[src/rtl/regfile_wb_scheduler.sv]
// Writeback scheduler and RAW/WAW hazard scoreboard for the 32x32 register file write port.
// Optional macro SCOREBOARD_BYPASS_EN lets a hazard clear in the same cycle its writeback transfers.
module regfile_wb_scheduler #(
    parameter int DATA_W    = 32,
    parameter int AGE_LIMIT = 4
) (
    input  logic              clk,
    input  logic              reset,
    input  logic              issue_valid,
    input  logic [4:0]        issue_rd,
    input  logic [4:0]        issue_rs,
    input  logic [4:0]        issue_rt,
    input  logic              issue_uses_rs,
    input  logic              issue_uses_rt,
    input  logic              issue_writes_rd,
    output logic              issue_stall,
    input  logic              alu_valid,
    input  logic [4:0]        alu_rd,
    input  logic [DATA_W-1:0] alu_data,
    output logic              alu_ready,
    input  logic              mem_valid,
    input  logic [4:0]        mem_rd,
    input  logic [DATA_W-1:0] mem_data,
    output logic              mem_ready,
    input  logic              link_valid,
    input  logic [DATA_W-1:0] link_data,
    output logic              link_ready,
    output logic              rf_we,
    output logic [4:0]        rf_waddr,
    output logic [DATA_W-1:0] rf_wdata,
    output logic [31:0]       pending
);

    localparam logic [3:0] AGE_MAX = 4'(AGE_LIMIT);
    localparam int LINK = 0;
    localparam int MEM  = 1;
    localparam int ALU  = 2;

    logic [2:0]        ch_valid;
    logic [2:0]        starved;
    logic [2:0]        grant;
    logic [3:0]        age_q [3];
    logic              xfer;
    logic [4:0]        xfer_rd;
    logic [DATA_W-1:0] xfer_data;
    logic              rf_we_q;
    logic [31:0]       pending_q;
    logic [31:0]       hazard_vec;
    logic              issue_accept;
    logic [31:0]       sb_set;
    logic [31:0]       sb_clr;

    assign ch_valid = {alu_valid, mem_valid, link_valid};

    always_comb begin
        for (int i = 0; i < 3; i++) begin
            starved[i] = ch_valid[i] && (age_q[i] == AGE_MAX);
        end
    end

    // Starved requesters outrank everyone; base priority link > mem > alu breaks ties.
    always_comb begin
        // NOTE: every always_comb output gets a default first so no path leaves it unassigned (no latch).
        grant = 3'b000;
        if (!reset) begin
            if (|starved) begin
                if (starved[LINK])     grant = 3'b001;
                else if (starved[MEM]) grant = 3'b010;
                else                   grant = 3'b100;
            end else if (ch_valid[LINK]) begin
                grant = 3'b001;
            end else if (ch_valid[MEM]) begin
                grant = 3'b010;
            end else if (ch_valid[ALU]) begin
                grant = 3'b100;
            end
        end
    end

    assign link_ready = grant[LINK];
    assign mem_ready  = grant[MEM];
    assign alu_ready  = grant[ALU];
    assign xfer       = |grant;

    always_comb begin
        xfer_rd   = alu_rd;
        xfer_data = alu_data;
        if (grant[LINK]) begin
            xfer_rd   = 5'd31;
            xfer_data = link_data;
        end else if (grant[MEM]) begin
            xfer_rd   = mem_rd;
            xfer_data = mem_data;
        end
    end

    always_comb begin
        hazard_vec = pending_q;
`ifdef SCOREBOARD_BYPASS_EN
        if (xfer) hazard_vec[xfer_rd] = 1'b0;
`endif
    end

    assign issue_stall = !reset && issue_valid &&
                         ((issue_uses_rs   && hazard_vec[issue_rs]) ||
                          (issue_uses_rt   && hazard_vec[issue_rt]) ||
                          (issue_writes_rd && hazard_vec[issue_rd]));

    assign issue_accept = !reset && issue_valid && !issue_stall;
    assign sb_set = (issue_accept && issue_writes_rd) ? (32'd1 << issue_rd) : 32'd0;
    assign sb_clr = xfer ? (32'd1 << xfer_rd) : 32'd0;

    always_ff @(posedge clk) begin
        if (reset) begin
            rf_we_q   <= 1'b0;
            rf_waddr  <= 5'd0;
            rf_wdata  <= '0;
            pending_q <= 32'd0;
            for (int i = 0; i < 3; i++) age_q[i] <= 4'd0;
        end else begin
            // NOTE: sequential state uses non-blocking assignments so every register samples pre-edge values.
            rf_we_q   <= xfer;
            pending_q <= (pending_q & ~sb_clr) | sb_set;
            if (xfer) begin
                rf_waddr <= xfer_rd;
                rf_wdata <= xfer_data;
            end
            for (int i = 0; i < 3; i++) begin
                if (!ch_valid[i] || grant[i]) age_q[i] <= 4'd0;
                else if (age_q[i] != AGE_MAX) age_q[i] <= age_q[i] + 4'd1;
            end
        end
    end

    // Reset drops an in-flight write and the scoreboard in the very cycle it is asserted.
    assign rf_we   = rf_we_q && !reset;
    assign pending = reset ? 32'd0 : pending_q;

endmodule

[config.mk]
export PLATFORM = sky130hd
export DESIGN_NAME = regfile_wb_scheduler
export DESIGN_NICKNAME = d
export VERILOG_FILES = /design/src/rtl/regfile_wb_scheduler.sv
export SDC_FILE = /design/constraint.sdc
export NUM_CORES = 1
export LEC_CHECK = 0
export BUFFER_PORTS_ARGS = -buffer_cell sky130_fd_sc_hd__buf_2
export CAP_MARGIN = 20
export CORE_MARGIN = 3
export CORE_UTILIZATION = 40
export DETAILED_ROUTE_END_ITERATION = 12
export PLACE_DENSITY = 0.68
export RECOVER_POWER = 100
export SETUP_SLACK_MARGIN = 0.1
export SYNTH_ARGS = -nofsm -noshare
export SYNTH_HDL_FRONTEND = slang
export SYNTH_SLANG_ARGS = --single-unit
[constraint.sdc]
create_clock -name clk -period 3 [get_ports clk]
set_input_delay 0.3 -clock clk [delete_from_list [all_inputs] [get_ports clk]]
set_output_delay 0.3 -clock clk [all_outputs]
set_load 0.01 [all_outputs]
=== Yosys cells after proc, flatten, opt, wreduce, memory -nomap -nowiden ===
Memory sizes are Yosys's and may differ from the RTL's.
Index checks and enable logic that the tools add are counted.

* Shift operators: 2
* Reduce and logical (&&, ||, !) cells: 23
* Eq/ne operators: 6
* Multiplexer cells: 49
* Order comparisons: 3
* $add $sub $neg: 3
* Bitwise gates (word level): 9

{| class="wikitable"
|+ Operator list
! cell !! count
|-
| 32-bit 2-to-1 mux || 5
|-
| 1-bit by 5-bit left shift with 32-bit output (first input constant) || 2
|-
| 32-bit AND || 1
|-
| 32-bit inverter || 1
|-
| 32-bit bitwise OR || 1
|-
| 1-bit 2-to-1 mux || 26
|-
| 4-bit 2-to-1 mux || 6
|-
| 3-bit 2-to-1 mux || 7
|-
| 5-bit by 6-bit less-than comparator with 1-bit output (second input constant) || 3
|-
| 1-bit binary-select mux with 5-bit select || 3
|-
| 4-bit by 1-bit adder with 4-bit output (second input constant) || 3
|-
| 4-bit by 3-bit equality test with 1-bit output (second input constant) || 3
|-
| 4-bit by 3-bit inequality test with 1-bit output (second input constant) || 3
|-
| 1-bit logical AND || 11
|-
| 5-bit 2-to-1 mux || 2
|-
| 1-bit bitwise OR || 6
|-
| 3-bit OR reduction || 2
|-
| 1-bit logical NOT || 5
|-
| 1-bit logical OR || 5
|}

* Flip-flop bits (word level): 70
* RAM bits: 12
* Memories kept: 1
* Input bits: 130

{| class="wikitable"
|+ Memories
! name !! depth !! width !! read ports !! clocked after Yosys merged registers in !! wr ports !! line !! RTL
|-
| age_q || 3 || 4 || 3 || 0 || 3 || 42 || <nowiki>logic [3:0] age_q [3];</nowiki>
|}

=== Logic depth before layout (Yosys ltp) ===
Gate-level depths: netlist of run 1.

* Depth in word-level cells: 13
* Depth in mapped cells: 12
* Depth with buffers taken out: 10

=== Worst setup path after synthesis of run 1 ===
No wires, ideal clock.

* Path type: reg-to-reg
* Start: memory age_q[2][0]
* End: register pending_q[7] (netlist: hazard_vec[7])
* Setup slack: 0.455 ns
* Data required time: 2.899 ns
* Period minus slack after synthesis: 2.545 ns
* Buffers on the path: 2
* Arrival: 2.444 ns
* Stages on the path, launching flop included: 12
* Setup time: 0.101 ns
* Cell sequence: edfxtp_1 > inv_1 > ha_1 > nand4b_1 > a22o_1 > buf_2 > nand2_1 > inv_2 > buf_2 > a311oi_1 > o31ai_1 > o41ai_1

{| class="wikitable"
|+ RTL lines
! item !! line !! RTL
|-
| from (decl) || 42 ||
|-
| to (signal assigned) || 123 || <nowiki>pending_q <= (pending_q & ~sb_clr) | sb_set;</nowiki>
|-
| to (decl) || 47 || <nowiki>logic [31:0] pending_q;</nowiki>
|}

=== Worst setup path in the final report of run 1 ===
* Start: register pending_q[27] (netlist: hazard_vec[27])
* End: output issue_stall

* Longest elaborated chain between the ends: 6
* Elaborated cells between the ends (all ways): 12

{| class="wikitable"
|+ RTL lines
! item !! line !! RTL
|-
| 1-bit binary-select mux with 5-bit select (on tied branches) || 105, 106 ||
|-
| 1-bit 2-to-1 mux (on tied branches) || 105, 106 ||
|-
| 1-bit logical AND (on tied branches) || 105, 106 ||
|-
| 1-bit logical OR || 105 || <nowiki>((issue_uses_rs && hazard_vec[issue_rs]) ||</nowiki>
|-
| 1-bit logical OR (*) || 106 || <nowiki>(issue_uses_rt && hazard_vec[issue_rt]) ||</nowiki>
|-
| 1-bit logical AND (*) || 104 || <nowiki>assign issue_stall = !reset && issue_valid &&</nowiki>
|-
| to (decl) || 16 || <nowiki>output logic issue_stall,</nowiki>
|}

Mark *: on every way between the ends. The rest lies on a longest branch, timed or not. The select of a mux whose other input is x is not followed.

==> results of run 1 <==
[timing repair]
| item | 4_1_cts | 5_1_grt |
|---|---|---|
| setup buffers | 0 | 0 |
| gates resized for setup | 0 | 3 |
| setup endpoints to repair | 0 | 5 |
| hold buffers | 0 | 0 |
[area by class of cell]
| cell class | count | area [sq um] |
|---|---|---|
| tap | 168 | 210 |
| timing repair buffer | 218 | 1030 |
| clock inverter | 4 | 25.0 |
| inverter | 23 | 86.3 |
| sequential | 82 | 1760 |
| multi-input combinational | 408 | 3090 |
| clock buffer | 12 | 258 |
| fill | 1173 | 5810 |
[cell families (layout without fill, tap and decap cells)]
family                     count (synthesis)  in the layout  share of synthesized area [%]
adders and majority gates                  6              6                           1.46
muxes                                     39             39                           14.6
other                                      1              4                         0.0731
and+or+nand+nor                          219            219                           22.2
AOI/OAI and AO/OA                        134            134                           20.6
DFF                                       82             82                           34.3
xor gates and xnor gates                   6              6                           1.02
buffers and inverters                     68            257                           5.68
[power by group through the flow]
stage	clock network [uW]	registers [uW]	logic (uW)
2_1_floorplan	0	1250	253
3_3_place_gp	0	1230	491
3_5_place_dp	0	1230	502
4_1_cts	1060	1210	504
5_1_grt	1120	1220	536
6_report	1050	1210	491
[placed cells by master (no fill, tap or decap), types with 6 or more instances in the layout]
master,count
buf_2,133
clkbuf_1,73
dfxtp_1,70
nand2_1,54
nor2_1,54
nor2b_1,31
o41ai_1,23
inv_1,21
o31ai_1,20
mux4_2,18
nor4_1,17
nand3_1,15
o22ai_1,15
a21oi_1,14
nand3b_1,13
edfxtp_1,12
a222oi_1,11
mux2i_1,10
clkbuf_16,10
o21ai_1,9
buf_4,9
mux4_1,8
o21ai_0,7
nor3_1,6
a311o_1,6
ha_1,6
[critical path: stages, from the launching register on]
cell and delay (ns):
dfxtp_1 0.35, mux4_1 0.52, mux4_2 0.48, and3_1 0.22, o21bai_4 0.28, o21a_1 0.23
buf_2 0.13
[metrics by stage]
step	hold WS, ns	setup slack [ns]
2_1_floorplan	0.420	0.455
3_3_place_gp	0.429	0.266
3_5_place_dp	0.429	0.117
4_1_cts	0.157	0.153
5_1_grt	0.173	0.0600
6_report	0.166	0.142
[per-layer routing]
metal | wire length (um) | vias to the layer above | track usage (%)
met5 | 13 | - | 0
met4 | 565 | 2 | 9.99
met3 | 1870 | 50 | 6.41
met2 | 8900 | 354 | 42.3
met1 | 6650 | 2547 | 28.9
li1 | - | 2491 | -
[state kept, by name, indices dropped and copies added (netlist names)]
signal and cells:
rf_wdata 32, rf_waddr 5, age_q 12, rf_we_q 1
hazard_vec 32
[path summary, 6_finish.rpt]
kind                                                start                        end  slack [ns]  cells past startpoint
worst max-delay path            hazard_vec[27]$_SDFF_PP0_                issue_stall        0.14                      6
worst min-delay path                        link_data[21]  rf_wdata[21]$_SDFFE_PP0P_        0.17                      3
worst max register to register  age_q[1][0]$_SDFFCE_PN0P_   hazard_vec[3]$_SDFF_PP0_        0.26                     11
worst min register to register   rf_wdata[7]$_SDFFE_PP0P_   rf_wdata[7]$_SDFFE_PP0P_        0.44                      2
==> run metrics, run 1 <==
PwrDens between 400 and 500 nW/um^2; final hold violations 0; clock slew seen by the registers of the worst setup and hold paths 0.06 ns; Post-DP HPWL 14100 um; Max VDD drop 0.236 mV; Tmin final 2.86 ns; clock sink total 82; Static Leak 0.00269 uW; H-tree levels 3; top cell type by total area after synthesis dfxtp_1; final setup fails 0; Total GRT Usage between 20% and 30%; Initial Util a little over two fifths; count of cell types in the netlist 63; Max FO, Critical Path 16; DR vias/cell 5.95; vias in the first global route between 5000 and 6000; DR pass1 iterations 5; Clk network pwr share 38.1%; Area Overhead vs Synth 25.8%; most frequent cell after synthesis dfxtp_1; Post-Syn Area per Cell between 9 and 10 sq um; initial antenna violation count 1; antenna viol nets, final 0; Top Ports around 200; combinational share of power 17.9%; core area 12300 sq um; dominant cells by area after synthesis dfxtp_1 27%, mux4_2 7.9%, edfxtp_1 7.0%, mux4_1 4.1%, nand2_1 4.0%; RSZ-0062 raised after global routing false; nets slightly below 900; Finished Core Util 52.6%; CP Capture Type primary output; Post-Place Cells roughly 900; total CTS buffers 9; top post-synthesis cells by count 70 x dfxtp_1, 54 x nand2_1, 54 x nor2_1; placed instance area 6270 sq um; Critical Path AT 2.56 ns; design area 6450 sq um; Slew @ Worst Pin 0.931 ns; DRT iter0 DRCs 539; Die H 119 um; Post-synth ARST share 0%; std cell rows 40; drt total wl roughly 18000 um; layout cells sized above 1 25.8%; max-cap violations 0; switching part of the total approximately 28%; internal power 1970 uW; Synth top area share 27.3%; Tcrit/Tclk final 95.3%; Placer Congestion 0.936; Slew HR a little under two fifths; largest net degree at the start of global routing 43; Remaining Overflow, GRT 0; IO buf count 203; sequential share of power about 44%; Post-Syn Instances 555; first-pass GRT wire length 28000 um; fmax 0.350 GHz; wire length per cell 19.7 um; share of the yosys chip area belonging to registers roughly a third; DR vias approximately 5400; Die Wd 119 um; DIE AREA 14200 sq um; final count of pins violating max slew 0; Synth Register Bits between 80 and 90; Synth warnings 0; CTS tree built; Synth Flop Type dfxtp_1; Synth Cell Area approximately 5000 sq um; Post-synth EDFFs 12; clk root buf clkbuf_16; status completed; critical path class reg2out; total power approximately 2700 uW; Post-route DRC 0; fin cells 915; Worst Path Required between 2 and 3 ns; Psw 776 uW; CTS max path bufs 2; crit start category flop; antenna fix cells 0; final setup skew ~0.0066 ns; Worst Hold Class in2reg; worst skew pair latency 0.34 ns; setup TNS 0 ns
(Power assumes the default switching activity.)
==> inputs of run 2 (changes only) <==
==> constraint.sdc (replaced) <==
create_clock -name clk -period 2.8 [get_ports clk]
set_input_delay 0.28 -clock clk [delete_from_list [all_inputs] [get_ports clk]]
set_output_delay 0.28 -clock clk [all_outputs]
set_load 0.01 [all_outputs]
==> run metrics, run 2 (synthesis results as in run 1) <==
max-cap violations 0; worst skew pair latency 0.33 ns; Setup crit end issue_stall; clock sink total 82; setup TNS 0 ns; Die H 119 um; Placement Setup Slack ~0.057 ns; Max FO, Critical Path 5; IO buf count just over 200; first-pass GRT wire length about 28000 um; Worst R2R Start age_q[2][0]$_SDFFCE_PN0P_; status completed; Critical Path Source hazard_vec[30]$_SDFF_PP0_; DR vias/cell 5.97; vias in the first global route 5474; final setup skew 0.00679 ns; Tmin final about 2.7 ns; core area approximately 12000 sq um; CTS tree built; crit start category flop; wire length per cell 19.8 um; Placer Congestion roughly 0.88; r2r endpoint hazard_vec[11]$_SDFF_PP0_; Max VDD drop 0.293 mV; H-tree levels 3; Final WS setup approximately 0.14 ns; std cell rows 40; Post-DP HPWL about 14000 um; Worst Hold Class in2reg; fmax 0.376 GHz; Post-route DRC 0; Tcrit/Tclk final 95.0%; Area Overhead vs Synth 29.3%; nets approximately 890; initial antenna violation count 0; Slew HR 37.9%; most frequent cells in the layout 133 x buf_2, 72 x clkbuf_1, 62 x dfxtp_1, 54 x nand2_1, 54 x nor2_1; clock slew seen by the registers of the worst setup and hold paths approximately 0.060 ns; Initial Util 41.8%; critical path class reg2out; DR vias roughly 5500; final setup fails 0; CP Capture Type primary output; Worst Path Required 2.52 ns; CTS max path bufs 2; Critical Path AT ~2.4 ns; commonest non-fill, non-tap cell in the layout buf_2; total CTS buffers 9; Slew @ Worst Pin between 0.9 and 1 ns; Die Wd about 120 um; clk root buf clkbuf_16; antenna fix cells 0; top routing layer used met4; DRT iter0 DRCs 593; Top Ports approximately 200; DIE AREA 14200 sq um; drt total wl 18400 um; Metal-1 WL 6940 um; antenna viol nets, final 0; final count of pins violating max slew 0; Worst R2R Path Depth 11; min-delay src link_data[24]; PwrDens around 460 nW/um^2; R2R setup slack roughly 0.22 ns; largest net degree at the start of global routing 39; Remaining Overflow, GRT 0; final hold violations 0; metal2 WL 9150 um; DR pass1 iterations 7; routed wl met3 between 1500 and 2000 um; Post-CTS Hold Buffers 0; layout cells sized above 1 29.5%; Total GRT Usage 24.5%; RSZ-0062 raised after global routing false; Static Leak 0.00276 uW
-- run 2: cell count changes in the layout (fill, tap and decap cells not counted), sizes merged --
| cell | change |
|---|---|
| buf | +15 |
| inv | +1 |
| clkinv | -1 |
| bufinv | +1 |
| clkbuf | -3 |
-- run 2: critical path, stage by stage, from the launching register on --
cell and delay (ns):
dfxtp_1 0.36, mux4_2 0.49, mux4_2 0.45, and3_1 0.21
o21bai_4 0.21, o21a_1 0.20, buf_2 0.14
-- run 2: where the power goes --
part           switching [uW]  total, uW  leakage [uW]  internal [uW]
logic                     338        561       0.00189            223
clock network             468       1210      0.000149            739
registers                37.6       1290      0.000717           1260
total                     844       3060       0.00276           2220
-- run 2: worst min path at each step --
stage	to	slack, ns	depth (start not counted)
after floorplan	rf_wdata[13]$_SDFFE_PP0P_	0.40	2
after global placement	rf_wdata[24]$_SDFFE_PP0P_	0.43	2
after detailed placement	rf_wdata[24]$_SDFFE_PP0P_	0.43	2
after CTS	rf_wdata[13]$_SDFFE_PP0P_	0.14	3
after global routing	rf_wdata[7]$_SDFFE_PP0P_	0.15	3
final	rf_wdata[24]$_SDFFE_PP0P_	0.15	3
-- run 2: cell type report --
class / count / area (sq um)
timing repair inverter: 1 / 7.51
multi-input combinational: 408 / 3120
sequential: 82 / 1770
tap: 168 / 210
inverter: 23 / 86.3
clock inverter: 4 / 48.8
clock buffer: 12 / 256
fill: 1189 / 5630
timing repair buffer: 230 / 1130
-- run 2: timing repair --
item,4_1_cts,5_1_grt
gates resized for setup,2,23
pin swaps,0,2
endpoints found under the setup margin,1,46
setup buffers,1,4
cloned,0,1
-- run 2: through the flow --
step	power, uW	utilization [%]	area [sq um]	instances	hold WS, ns
after floorplan	1610	-	5140	558	0.400
after global placement	1860	51.6	6330	906	0.430
after detailed placement	1870	51.6	6330	906	0.431
after CTS	3080	54.2	6650	923	0.141
after global routing	3180	54.1	6630	928	0.147
final	3060	54.1	6630	928	0.155
-- run 2: routing by layer --
metal	global-route usage (%)	up-vias
met3	6.27	42
met1	29.8	2618
met5	0	-
met2	41.8	351
met4	9.20	0
li1	-	2529
==> inputs of run 3 (changes only) <==
--- a/config.mk
+++ b/config.mk
@@ -5,12 +5,15 @@
 export SDC_FILE = /design/constraint.sdc
 export NUM_CORES = 1
 export LEC_CHECK = 0
+export ABC_AREA = 1
 export BUFFER_PORTS_ARGS = -buffer_cell sky130_fd_sc_hd__buf_2
 export CAP_MARGIN = 20
+export CELL_PAD_IN_SITES_DETAIL_PLACEMENT = 0
+export CELL_PAD_IN_SITES_GLOBAL_PLACEMENT = 1
 export CORE_MARGIN = 3
-export CORE_UTILIZATION = 40
+export CORE_UTILIZATION = 34
 export DETAILED_ROUTE_END_ITERATION = 12
-export PLACE_DENSITY = 0.68
+export PLACE_DENSITY_LB_ADDON = 0.1
 export RECOVER_POWER = 100
 export SETUP_SLACK_MARGIN = 0.1
 export SYNTH_ARGS = -nofsm -noshare
==> run metrics, run 3 <==
status finished with violations; failing checks max-capacitance violations, max-slew violations; combinational share of power 22.8%; Synth Register Bits 82; crit start category input port; Area Overhead vs Synth 23.8%; Worst R2R Start age_q[0][0]$_SDFFCE_PN0P_; total CTS buffers 9; most frequent cells in the layout 240 x nand2_1, 171 x nand3_1, 132 x buf_2, 98 x nor2_1, 72 x clkbuf_1; Post-Syn Area per Cell 6.34 sq um; Critical Path AT 2.30 ns; commonest non-fill, non-tap cell in the layout nand2_1; internal power 2340 uW; Post-CTS Setup Bufs 0; Post-Place Cells around 1300; Remaining Overflow, GRT 0; layout cells sized above 1 around 19%; Die H 135 um; clock sink total 82; clock slew seen by the registers of the worst setup and hold paths 0.06 ns; CTS tree built; Post-synth EDFFs 12; Slew HR -22.0%; Static Leak 0.00311 uW; total power about 3400 uW; Synth Flop Type dfxtp_1; max-cap violations 1; IO buf count 203; Post-route DRC 0; most frequent cell after synthesis nand2_1; top cell type by total area after synthesis dfxtp_1; share of the yosys chip area belonging to registers 31.0%; antenna fix cells 0; final count of pins violating max slew 36; Max FO, Critical Path 35; Post-Syn Instances 896; core area 16100 sq um; nets 1213; Tcrit/Tclk final 92.2%; dominant cells by area after synthesis dfxtp_1 25%, nand2_1 16%, nand3_1 15%, nor2_1 6.4%, edfxtp_1 6.3%; placed instance area ~7000 sq um; Die Wd approximately 140 um; Psw 1080 uW; top post-synthesis cells by count 238 x nand2_1, 170 x nand3_1, 97 x nor2_1; PwrDens 486 nW/um^2; largest net degree at the start of global routing 56; DR pass1 iterations 5; design area 7030 sq um; Tmin final about 2.6 ns; Hold EP rf_wdata[21]$_SDFFE_PP0P_; H-tree levels 3; Initial Util 35.2%; Synth Cell Area 5680 sq um; worst skew pair latency 0.35 ns; std cell rows 46; sequential share of power 39.2%; Total GRT Usage 23.5%; CTS max path bufs 2; final setup skew between 0.007 and 0.008 ns; Max VDD drop approximately 0.3 mV; min-delay src link_data[21]; r2r endpoint age_q[1][0]$_SDFFCE_PN0P_; CP Capture Type primary output; DR vias 6449; DR vias/cell 4.97; Post-DP HPWL 16500 um; setup TNS 0 ns; initial antenna violation count 1; Post-synth ARST share 0%; Worst R2R Path Depth 8; Top Ports 204; Hold Path Depth 3; fin cells 1298; switching part of the total 31.5%; antenna viol nets, final 0; Placer Congestion 0.890; clk root buf clkbuf_16; fmax 0.387 GHz; final hold violations 0; wire length per cell 16.5 um; Synth warnings 0; vias in the first global route 6031; critical path class in2out; R2R setup slack 0.31 ns; Clk network pwr share between 30% and 40%; DRT iter0 DRCs 477; final setup fails 0; first-pass GRT wire length 33600 um; Worst Path Required 2.52 ns; Slew @ Worst Pin 1.83 ns; DIE AREA approximately 18000 sq um; count of cell types in the netlist 40; Synth top area share 24.7%; drt total wl 21500 um; RSZ-0062 raised after global routing false; Worst Hold Class in2reg
## run 3: layer usage
layer	share of wire, %	vias up	track usage (%)
li1	-	3321	-
met5	0.033	-	0
met4	1.4	2	5.88
met1	45	2869	32.3
met2	46	236	36.8
met3	8.0	21	6.17
## run 3: how the worst max path moves through the flow
stage                     cells past startpoint                      start  slack, ns                  endpoint
after floorplan                              13  age_q[1][0]$_SDFFCE_PN0P_       0.84  rf_waddr[0]$_SDFFE_PP0P_
after global placement                       12  age_q[2][0]$_SDFFCE_PN0P_       0.50  hazard_vec[1]$_SDFF_PP0_
after detailed placement                     13  age_q[0][0]$_SDFFCE_PN0P_       0.44  hazard_vec[9]$_SDFF_PP0_
after CTS                                     9  age_q[2][0]$_SDFFCE_PN0P_       0.24                 mem_ready
after global routing                         12  age_q[2][0]$_SDFFCE_PN0P_       0.08  hazard_vec[2]$_SDFF_PP0_
final                                         4                      reset       0.22               pending[15]
## run 3: layout make-up
cell class	count	area, sq um
Inverter	78	295
Sequential cell	82	1760
Timing Repair Buffer	221	1080
Multi-Input combinational cell	685	3300
Fill cell	1837	9090
Clock buffer	9	225
Clock inverter	7	93.8
Tap cell	216	270
## run 3: timing repair
action / 4_1_cts / 5_1_grt
hold buffers: 0 / 0
resized for setup: 0 / 1
setup endpoints to repair: 0 / 1
## run 3: per-stage QoR
stage	setup WS (ns)	util (%)	hold WS [ns]
final	0.218	43.6	0.186
after global routing	0.0844	43.6	0.186
after CTS	0.238	44.4	0.171
after detailed placement	0.440	42.4	0.460
after global placement	0.498	42.4	0.458
after floorplan	0.845	-	0.437
## run 3: worst max-delay path, cell delays in order
cell and delay [ns]:
clkbuf_1 0.10, clkbuf_1 1.32, nor2_1 0.35, clkbuf_1 0.24
## run 3: power by group through the flow
stage	Combinational, uW	Clock [uW]	Sequential, uW
floorplan	470	0	1390
global placement	817	0	1360
detailed placement	811	0	1360
CTS	813	1330	1340
global route	871	1370	1350
finish	779	1300	1340
## run 3: kinds of logic after synthesis
logic type	Yosys count	synth area share (%)
flops	82	31.0
fa+ha+maj	6	1.32
simple gates	550	43.7
compound gates	119	12.3
other cells	1	0.0661
buf+inv	132	10.6
xor+xnor	6	0.926
